`src/rtl/vga_pkg.sv`:
```
// Shared screen geometry, colour constants and arbiter state type for the
// drawscreen plot path.
package vga_pkg;
    localparam int XW   = 8;
    localparam int YW   = 7;
    localparam int CW   = 3;
    localparam int XMAX = 160;
    localparam int YMAX = 120;

    localparam logic [CW-1:0] COL_BLACK  = 3'd0;
    localparam logic [CW-1:0] COL_BLUE   = 3'd1;
    localparam logic [CW-1:0] COL_GREEN  = 3'd2;
    localparam logic [CW-1:0] COL_CYAN   = 3'd3;
    localparam logic [CW-1:0] COL_RED    = 3'd4;
    localparam logic [CW-1:0] COL_PURPLE = 3'd5;
    localparam logic [CW-1:0] COL_YELLOW = 3'd6;
    localparam logic [CW-1:0] COL_WHITE  = 3'd7;

    typedef enum logic {IDLE, LOCKED} arb_state_t;

    function automatic logic on_screen(logic [XW-1:0] x, logic [YW-1:0] y);
        return (int'(x) < XMAX) && (int'(y) < YMAX);
    endfunction
endpackage

```
`src/rtl/vga_plot_arbiter_if.sv`:
```
// Pixel request bundle between the drawing engines (master) and the plot
// arbiter (slave); one lane per requester, coordinates packed per lane.
interface vga_plot_arbiter_if #(parameter int NREQ = 3);
    import vga_pkg::*;

    logic [NREQ-1:0]    req;
    logic [NREQ-1:0]    lock;
    logic [NREQ*XW-1:0] x_in;
    logic [NREQ*YW-1:0] y_in;
    logic [NREQ*CW-1:0] col_in;
    logic [NREQ-1:0]    gnt;

    modport master (output req, lock, x_in, y_in, col_in, input gnt);
    modport slave  (input req, lock, x_in, y_in, col_in, output gnt);
endinterface

```
`src/rtl/vga_plot_arbiter_rr_pick.sv`:
```
// Combinational round-robin picker: first set req bit scanning from ptr
// upward, wrapping modulo NREQ; output is one-hot or zero.
module rr_pick #(
    parameter int  NREQ = 3,
    localparam int PW   = (NREQ > 1) ? $clog2(NREQ) : 1
) (
    input  logic [NREQ-1:0] req,
    input  logic [PW-1:0]   ptr,
    output logic [NREQ-1:0] win
);
    always_comb begin
        int   idx;
        logic found;
        win   = '0;
        found = 1'b0;
        idx   = 0;
        for (int i = 0; i < NREQ; i++) begin
            idx = (int'(ptr) + i) % NREQ;
            if (!found && req[idx]) begin
                win[idx] = 1'b1;
                found    = 1'b1;
            end
        end
    end
endmodule

```
`src/rtl/vga_plot_arbiter.sv`:
```
// Shares the single vga_adapter plot port between NREQ drawing engines:
// round-robin per pixel, lockable bursts, off-screen clipping, registered output.
module vga_plot_arbiter
    import vga_pkg::*;
#(
    parameter int  NREQ = 3,
    localparam int PW   = (NREQ > 1) ? $clog2(NREQ) : 1
) (
    input  logic                 CLOCK_50,
    input  logic                 rst_n,
    vga_plot_arbiter_if.slave    bus,
    output logic [XW-1:0]        VGA_X,
    output logic [YW-1:0]        VGA_Y,
    output logic [CW-1:0]        VGA_COLOUR,
    output logic                 VGA_PLOT,
    output logic                 busy,
    output logic [15:0]          clip_cnt
);
    arb_state_t      state;
    logic [PW-1:0]   ptr;
    logic [PW-1:0]   owner;
    logic [NREQ-1:0] win;
    logic [NREQ-1:0] gnt_c;
    logic [PW-1:0]   sel;
    logic            accept;
    logic [XW-1:0]   px_x;
    logic [YW-1:0]   px_y;
    logic [CW-1:0]   px_c;
    logic            visible;

    function automatic logic [PW-1:0] next_idx(logic [PW-1:0] k);
        return (int'(k) == NREQ - 1) ? '0 : k + 1'b1;
    endfunction

    rr_pick #(.NREQ(NREQ)) u_pick (
        .req (bus.req),
        .ptr (ptr),
        .win (win)
    );

    // Grant is masked by rst_n so nothing is offered while held in reset.
    always_comb begin
        gnt_c = '0;
        if (rst_n) begin
            if (state == IDLE) gnt_c = win;
            else               gnt_c[owner] = bus.req[owner];
        end
    end
    assign bus.gnt = gnt_c;

    always_comb begin
        sel = '0;
        for (int k = 0; k < NREQ; k++)
            if (gnt_c[k]) sel = PW'(k);
    end

    assign accept  = |gnt_c;
    assign px_x    = bus.x_in[sel*XW +: XW];
    assign px_y    = bus.y_in[sel*YW +: YW];
    assign px_c    = bus.col_in[sel*CW +: CW];
    assign visible = on_screen(px_x, px_y);

    always_ff @(posedge CLOCK_50 or negedge rst_n) begin
        if (!rst_n) begin
            state      <= IDLE;
            ptr        <= '0;
            owner      <= '0;
            busy       <= 1'b0;
            VGA_X      <= '0;
            VGA_Y      <= '0;
            VGA_COLOUR <= '0;
            VGA_PLOT   <= 1'b0;
            clip_cnt   <= '0;
        end else begin
            VGA_PLOT <= accept && visible;
            // Coordinates only move for pixels actually written.
            if (accept && visible) begin
                VGA_X      <= px_x;
                VGA_Y      <= px_y;
                VGA_COLOUR <= px_c;
            end
            if (accept && !visible && clip_cnt != 16'hFFFF)
                clip_cnt <= clip_cnt + 16'd1;

            case (state)
                IDLE: begin
                    if (accept) begin
                        if (bus.lock[sel]) begin
                            owner <= sel;
                            state <= LOCKED;
                            busy  <= 1'b1;
                        end else begin
                            ptr <= next_idx(sel);
                        end
                    end
                end
                LOCKED: begin
                    // Leave on the last burst pixel or when the owner walks away.
                    if (!bus.req[owner] || !bus.lock[owner]) begin
                        ptr   <= next_idx(owner);
                        state <= IDLE;
                        busy  <= 1'b0;
                    end
                end
                default: state <= IDLE;
            endcase
        end
    end
endmodule
```
`src/flat_wrapper.sv`:
```
// flat-port wrapper written by rule: the top's interface ports become plain ports
module vga_plot_arbiter_flat import vga_pkg::*;
#(
    parameter int  NREQ = 3,
    localparam int PW   = (NREQ > 1) ? $clog2(NREQ) : 1
)
  (CLOCK_50, rst_n, VGA_X, VGA_Y, VGA_COLOUR, VGA_PLOT, busy, clip_cnt, bus_req, bus_lock, bus_x_in, bus_y_in, bus_col_in, bus_gnt);
  vga_plot_arbiter_if #(.NREQ(NREQ)) bus_i ();
  input  logic CLOCK_50;
  input  logic rst_n;
  output logic [XW-1:0] VGA_X;
  output logic [YW-1:0] VGA_Y;
  output logic [CW-1:0] VGA_COLOUR;
  output logic VGA_PLOT;
  output logic busy;
  output logic [15:0] clip_cnt;
  input wire logic [$bits(bus_i.req)-1:0] bus_req;
  input wire logic [$bits(bus_i.lock)-1:0] bus_lock;
  input wire logic [$bits(bus_i.x_in)-1:0] bus_x_in;
  input wire logic [$bits(bus_i.y_in)-1:0] bus_y_in;
  input wire logic [$bits(bus_i.col_in)-1:0] bus_col_in;
  output wire logic [$bits(bus_i.gnt)-1:0] bus_gnt;
  assign bus_i.req = bus_req;
  assign bus_i.lock = bus_lock;
  assign bus_i.x_in = bus_x_in;
  assign bus_i.y_in = bus_y_in;
  assign bus_i.col_in = bus_col_in;
  assign bus_gnt = bus_i.gnt;
  vga_plot_arbiter #(.NREQ(NREQ)) u_core (.CLOCK_50(CLOCK_50), .rst_n(rst_n), .bus(bus_i), .VGA_X(VGA_X), .VGA_Y(VGA_Y), .VGA_COLOUR(VGA_COLOUR), .VGA_PLOT(VGA_PLOT), .busy(busy), .clip_cnt(clip_cnt));
endmodule
```
`config.mk`:
```
export PLATFORM = sky130hd
export DESIGN_NAME = vga_plot_arbiter_flat
export DESIGN_NICKNAME = d
export VERILOG_FILES = /design/src/rtl/vga_pkg.sv /design/src/rtl/vga_plot_arbiter_if.sv /design/src/rtl/vga_plot_arbiter_rr_pick.sv /design/src/rtl/vga_plot_arbiter.sv /design/src/flat_wrapper.sv
export SDC_FILE = /design/constraint.sdc
export NUM_CORES = 1
export LEC_CHECK = 0
export CORE_ASPECT_RATIO = 1.1
export CORE_MARGIN = 2
export CORE_UTILIZATION = 48
export DETAILED_ROUTE_END_ITERATION = 10
export PLACE_DENSITY = 0.95
export RECOVER_POWER = 100
export SYNTH_ARGS = -nofsm -noshare
export SYNTH_HDL_FRONTEND = slang
export SYNTH_HIERARCHICAL = 1
export SYNTH_SLANG_ARGS = --single-unit
```
`constraint.sdc`:
```
create_clock -name CLOCK_50 -period 6.9 [get_ports CLOCK_50]
set_input_delay 1.38 -clock CLOCK_50 [delete_from_list [all_inputs] [get_ports CLOCK_50]]
set_output_delay 1.38 -clock CLOCK_50 [all_outputs]
set_load 0.01 [all_outputs]
```
# Yosys cells after proc, flatten, opt, wreduce, memory -nomap -nowiden

Index checks and enable logic that the tools add are counted.

Logic and storage cells: 110
Input port bits: 62
Output and inout port bits: 39
Register bits after elaboration: 41

Bitwise gates (word level): 4
$add $sub $neg: 5
Multiplexer cells: 46
Order comparisons: 11
$mul: 2
Reductions and logical operators: 20
Equal/unequal tests: 7
Shift operators: 3
Divide/modulo/power cells: 3

Operator list:

| cell                                                               | number |
|---|---|
| greater-or-equal comparator 32 x 1 -> 1 bit, second input constant | 3 |
| less-than comparator 32 x 4 -> 1 bit, second input constant        | 3 |
| remainder unit 32 x 3 -> 32 bit, second input constant             | 2 |
| remainder unit 3 x 3 -> 32 bit, second input constant              | 1 |
| variable part select 24 x 6 -> 8 bit                               | 1 |
| two-way mux 1 bit                                                  | 22 |
| variable part select 21 x 6 -> 7 bit                               | 1 |
| adder 16 x 1 -> 16 bit, second input constant                      | 1 |
| inequality test 16 bit, second input constant                      | 1 |
| two-way mux 3 bit                                                  | 5 |
| binary-select mux 1 bit (select 2 bit)                             | 6 |
| two-way mux 2 bit                                                  | 6 |
| logical AND 1 bit                                                  | 10 |
| AND reduction 3 bit                                                | 3 |
| variable part select 9 x 5 -> 3 bit                                | 1 |
| demux 1 bit (select 2 bit)                                         | 4 |
| less-than comparator 8 bit, second input constant                  | 1 |
| less-than comparator 7 bit, second input constant                  | 1 |
| less-than comparator 2 x 3 -> 1 bit, second input constant         | 2 |
| inequality test 2 bit, second input constant                       | 3 |
| OR 3 bit                                                           | 2 |
| zero test 1 bit                                                    | 5 |
| multiplier 2 x 3 -> 5 bit, second input constant                   | 1 |
| adder 2 x 1 -> 2 bit, second input constant                        | 2 |
| other kinds (12)                                                   | 14 |

# Depth between registers and ports, before layout

Word-level depth: 22
Mapped depth: 17
Gate-level depth less buffers: 14

# By module

The synthesis kept the hierarchy.

Modules (own cells, without submodules):

| module           | instances | seq. area each (um2) | area each (um2) | cells an instance |
|---|---|---|---|---|
| vga_plot_arbiter | 1         | 1026.0               | 2423.6          | 255 |
| rr_pick          | 1         | 0.0                  | 265.3           | 35 |

# Worst setup path before layout

OpenSTA, ideal clock, no wires.

Kind: input to output
From: input bus_req[2]
To: output bus_gnt[1]
Arrival: 2.759 ns
Stages on the path: 8
Data required time: 5.520 ns
Path buffers: 1
Slack: 2.761 ns
Cell sequence: or2b_1 o22ai_1 a21oi_1 o22ai_1 and2b_1 o21ai_4 inv_2 clkbuf_1

Cells in the longest elaborated chain, start to end: 12
Elaborated cells on any way between the ends: 25
Those cells by class: mux (18); bitwise (3); reduce/logical (4)

Ends and longest elaborated chain:

| what                                                  | line                           | RTL |
|---|---|---|
| start, declared                                       | flat_wrapper.sv:17             | `input wire logic [$bits(bus_i.req)-1:0] bus_req;` |
| binary-select mux 1 bit (select 2 bit)                | vga_plot_arbiter_rr_pick.sv:19 | `if (!found && req[idx]) begin` |
| two-way mux 1 bit (implied by the code) (2 in series) | vga_plot_arbiter_rr_pick.sv:19 |  |
| two-way mux 1 bit                                     | vga_plot_arbiter_rr_pick.sv:19 |  |
| zero test 1 bit                                       | vga_plot_arbiter_rr_pick.sv:19 |  |
| logical AND 1 bit                                     | vga_plot_arbiter_rr_pick.sv:19 |  |
| two-way mux 1 bit                                     | vga_plot_arbiter_rr_pick.sv:19 |  |
| zero test 1 bit                                       | vga_plot_arbiter_rr_pick.sv:19 |  |
| logical AND 1 bit                                     | vga_plot_arbiter_rr_pick.sv:19 |  |
| two-way mux 3 bit (*)                                 | vga_plot_arbiter_rr_pick.sv:19 |  |
| via u_core.win[1]                                     | vga_plot_arbiter.sv:22         | `logic [NREQ-1:0] win;` |
| two-way mux 3 bit (*)                                 | vga_plot_arbiter.sv:45         | `if (state == IDLE) gnt_c = win;` |
| two-way mux 3 bit (*)                                 | vga_plot_arbiter.sv:44         | `if (rst_n) begin` |
| end, declared                                         | flat_wrapper.sv:22             | `output wire logic [$bits(bus_i.gnt)-1:0] bus_gnt;` |

Mark *: on every way through the listed nets, which the timed path passes. The rest lies on a longest branch. The select of a mux whose other input is x is not followed.

# Final worst setup path

Same ends and word-level chain as after synthesis.

==> impl_metrics.env <==
export IMPL_cp_data_arrival_time_ns=4.68
export IMPL_grt_overflow_total=0
export IMPL_design_portCount=101
export IMPL_sequentialPowerShare_pct=28.2
export IMPL_die_area_mm2=0.00622
export IMPL_worst_slew_pin_slew_ns=2.04
export IMPL_fin_cells=458
export IMPL_clkLatencyLatePin_ns=0.29
export IMPL_floorplan_core_area_mm2=0.00540
export IMPL_design_final_nets=450
export IMPL_drive_gt1_share_pct=8.62
export IMPL_grt_start_max_net_pins=39
export IMPL_timing_final_crit_period_ns=6.06
export IMPL_static_leakage_power_nw=1.65
export IMPL_detail_route_wirelength_mm=7.25
export IMPL_post_cts_hold_buffer_count=0
export IMPL_period_share_pct=87.8
export IMPL_power_switching_mw=0.589
export IMPL_syn_mean_instance_area_um2=9.27
export IMPL_routed_wire_length_per_instance_um=15.8
export IMPL_synth_enable_flop_cells=0
export IMPL_critPathKind="in2out"
export IMPL_setup_total_negative_slack_ns=0
export IMPL_maxCapViolations=1
export IMPL_syn_nets=357
export IMPL_clock_sinks=41
export IMPL_area_growth_syn_to_layout_pct=39.8
export IMPL_slew_limit_headroom_pct=-35.9
export IMPL_synth_area_mm2=0.00269
export IMPL_placed_cells=451
export IMPL_hold_path_class="reg2reg"
export IMPL_timing_critical_path_fanout_max=19
export IMPL_synth_fa_ha_area_share_pct=2.33
export IMPL_place_gp_congestion=0.844
export IMPL_synth_top_flop_cell="sky130_fd_sc_hd__dfrtp_1"
export IMPL_cp_start_kind="input pin"
export IMPL_detailedRoute_firstIterationViolations=134
export IMPL_max_freq_mhz=165
export IMPL_drc=0
export IMPL_ctsRootBufferMaster="sky130_fd_sc_hd__clkbuf_8"
export IMPL_cts_max_path_buffers=2
export IMPL_final_antenna_net_count=0
export IMPL_count_of_final_setup_violators=0
export IMPL_main_combinational_cell_family_by_area_after_synthesis="simple AND/OR/NAND/NOR gates"
export IMPL_pwr_share_comb_pct=58.9
export IMPL_vdd_ir_drop_worst_v=0.000210
export IMPL_power_per_standard_cell_area_mw_per_mm2=383
export IMPL_cts_made_buffers=5
export IMPL_route_vias_total=2587
export IMPL_vias_per_cell=5.65
export IMPL_die_width_um=75.4
export IMPL_grt_antenna_before_repair=0
export IMPL_finalMaxSlewViolations=39
export IMPL_critical_path_required_ns=5.52
export IMPL_finalHoldViolations=0
export IMPL_tritoncts_clock_tree="built"
export IMPL_drt_first_pass_iters=4
export IMPL_clock_skew_ns=0.00776
export IMPL_wire_length_of_the_first_global_routing_pass_mm=11.2
export IMPL_cts_repair_resized=0
export IMPL_dpl_hpwl_mm=5.41
export IMPL_io_buffer_count=100
export IMPL_post_synth_and_or_nand_nor_area_fraction_pct=24.2
export IMPL_p_clk_share_pct=13.0
export IMPL_synthesis_instances=290
export IMPL_grt_util_all_layers_pct=23.2
export IMPL_cts_htree_levels=2
export IMPL_yosys_warning_count=6
export IMPL_fp_dieH_um=82.5
export IMPL_outcome="finished with violations"
export IMPL_clock_edge_transition_at_the_registers_on_the_reported_setup_and_hold_paths_ns=0.08
export IMPL_synthDistinctLibCells=57
export IMPL_rsz_0062_raised_after_global_routing="false"
export IMPL_core_rowCount=28
export IMPL_synth_compound_area_share_pct=14.8
export IMPL_muxShareOfSynthArea_pct=10.5
export IMPL_start_util_pct=49.8
export IMPL_violations="capacitance limit, slew limit"
export IMPL_internal_power_mw=0.850
export IMPL_ys_seq_elements=41
export IMPL_yosys_area_share_xor_xnor_pct=4.89
export IMPL_cts_setup_buffers=0
export IMPL_synth_seq_area_share_pct=38.2
export IMPL_power_switching_share_pct=40.9
export IMPL_end_kind="output port"
export IMPL_num_antenna_cells=0
export IMPL_async_reset_ff_share_pct=100
export IMPL_via_count_of_the_first_global_routing_pass=2474
[metrics by stage]
stage / hold slack [ns] / utilization (%) / power, mW / worst slack (ns) / cell area [um^2]
2_1_floorplan: 0.515 / - / 1.02 / 2.76 / 2690
3_3_place_gp: 0.475 / 68.5 / 1.28 / 1.38 / 3700
3_5_place_dp: 0.492 / 68.5 / 1.31 / 1.30 / 3700
4_1_cts: 0.505 / 70.5 / 1.51 / 1.29 / 3800
5_1_grt: 0.519 / 69.7 / 1.55 / 0.682 / 3760
6_report: 0.497 / 69.7 / 1.44 / 0.840 / 3760
[power by group through the flow]
stage,clock [mW],sequential (mW),combinational [mW]
after global placement,0,0.407,0.869
after detailed placement,0,0.412,0.901
after floorplan,0,0.429,0.587
after CTS,0.191,0.409,0.906
final,0.187,0.406,0.847
after global routing,0.201,0.419,0.925
[cell families after synthesis]
logic type / Yosys count
adder cells (fa/ha/maj): 5
buffers and inverters: 27
AND/OR/NAND/NOR: 121
AO/OA/AOI/OAI: 56
multiplexers: 25
flip-flops: 41
XOR/XNOR: 15
[layout by cell type, fill, tap and decap left out, drive strengths merged, types with 10 or more instances in the layout]
master / netlist / final
nor2: 21 / 21
xor2: 11 / 11
dlygate4sd3: 0 / 40
dfrtp: 41 / 41
nand2: 43 / 43
inv: 11 / 11
nor3: 10 / 10
clkdlybuf4s50: 0 / 59
mux2: 20 / 20
a31oi: 22 / 22
[synthesized netlist by cell type (5+ instances only)]
cell type                  instances  area, um^2
sky130_fd_sc_hd__nand2_1          42         158
sky130_fd_sc_hd__dfrtp_1          41        1030
sky130_fd_sc_hd__a31oi_1          22         138
sky130_fd_sc_hd__nor2_1           21        78.8
sky130_fd_sc_hd__mux2_2           17         191
sky130_fd_sc_hd__xor2_1           11        96.3
sky130_fd_sc_hd__inv_1             9        33.8
sky130_fd_sc_hd__nand3_1           8        40.0
sky130_fd_sc_hd__nor3_1            8        40.0
sky130_fd_sc_hd__nor2b_1           7        43.8
sky130_fd_sc_hd__o21ai_0           7        35.0
sky130_fd_sc_hd__buf_2             5        25.0
sky130_fd_sc_hd__clkbuf_1          5        18.8
sky130_fd_sc_hd__ha_1              5        62.6
sky130_fd_sc_hd__mux2i_1           5        50.1
sky130_fd_sc_hd__nand4b_1          5        43.8
[per-layer routing]
layer / global-route usage (%) / routed length [um]
met2: 40.9 / 3700
met4: 8.25 / 144
met3: 5.46 / 501
met5: 0 / 0
met1: 27.5 / 2900
[state kept, by name (all words and copies together), names as in the netlist]
name and count:
u_core/busy 1, u_core/VGA_PLOT 1, u_core/clip_cnt 16, u_core/ptr 2, u_core/VGA_X 8, u_core/owner 2, u_core/VGA_Y 7, u_core/VGA_COLOUR 3
u_core/state 1
[worst max-delay path: stages]
cell                            delay (ns)
sky130_fd_sc_hd__dlygate4sd3_1        0.72
sky130_fd_sc_hd__mux2i_1              0.19
sky130_fd_sc_hd__o221ai_1             0.35
sky130_fd_sc_hd__o22ai_1              0.17
sky130_fd_sc_hd__and2b_1              0.25
sky130_fd_sc_hd__o21ai_4              0.46
sky130_fd_sc_hd__inv_1                0.42
sky130_fd_sc_hd__dlygate4sd3_1        0.73
[area by class of cell]
type                            count  area (um^2)
Fill cell                         454         1640
Inverter                           11         41.3
Tap cell                           75         93.8
Clock inverter                      2         35.0
Sequential cell                    41         1030
Clock buffer                        5         68.8
Timing Repair Buffer              102         1010
Multi-Input combinational cell    222         1490
[path summary, 6_finish.rpt]
kind | start | to | slack [ns] | cells after the start
max in group asynchronous | rst_n | u_core/state | 3.44 | 2
max reg2reg | u_core/ptr[0] | u_core/VGA_COLOUR[2] | 2.07 | 14
min | u_core/clip_cnt[7] | u_core/clip_cnt[7] | 0.50 | 1
min reg2reg | u_core/clip_cnt[7] | u_core/clip_cnt[7] | 0.50 | 1
min in group asynchronous | rst_n | u_core/ptr[0] | 1.12 | 1
max | bus_req[2] | bus_gnt[1] | 0.84 | 8
No activity file was read; power rests on OpenSTA's default activity.
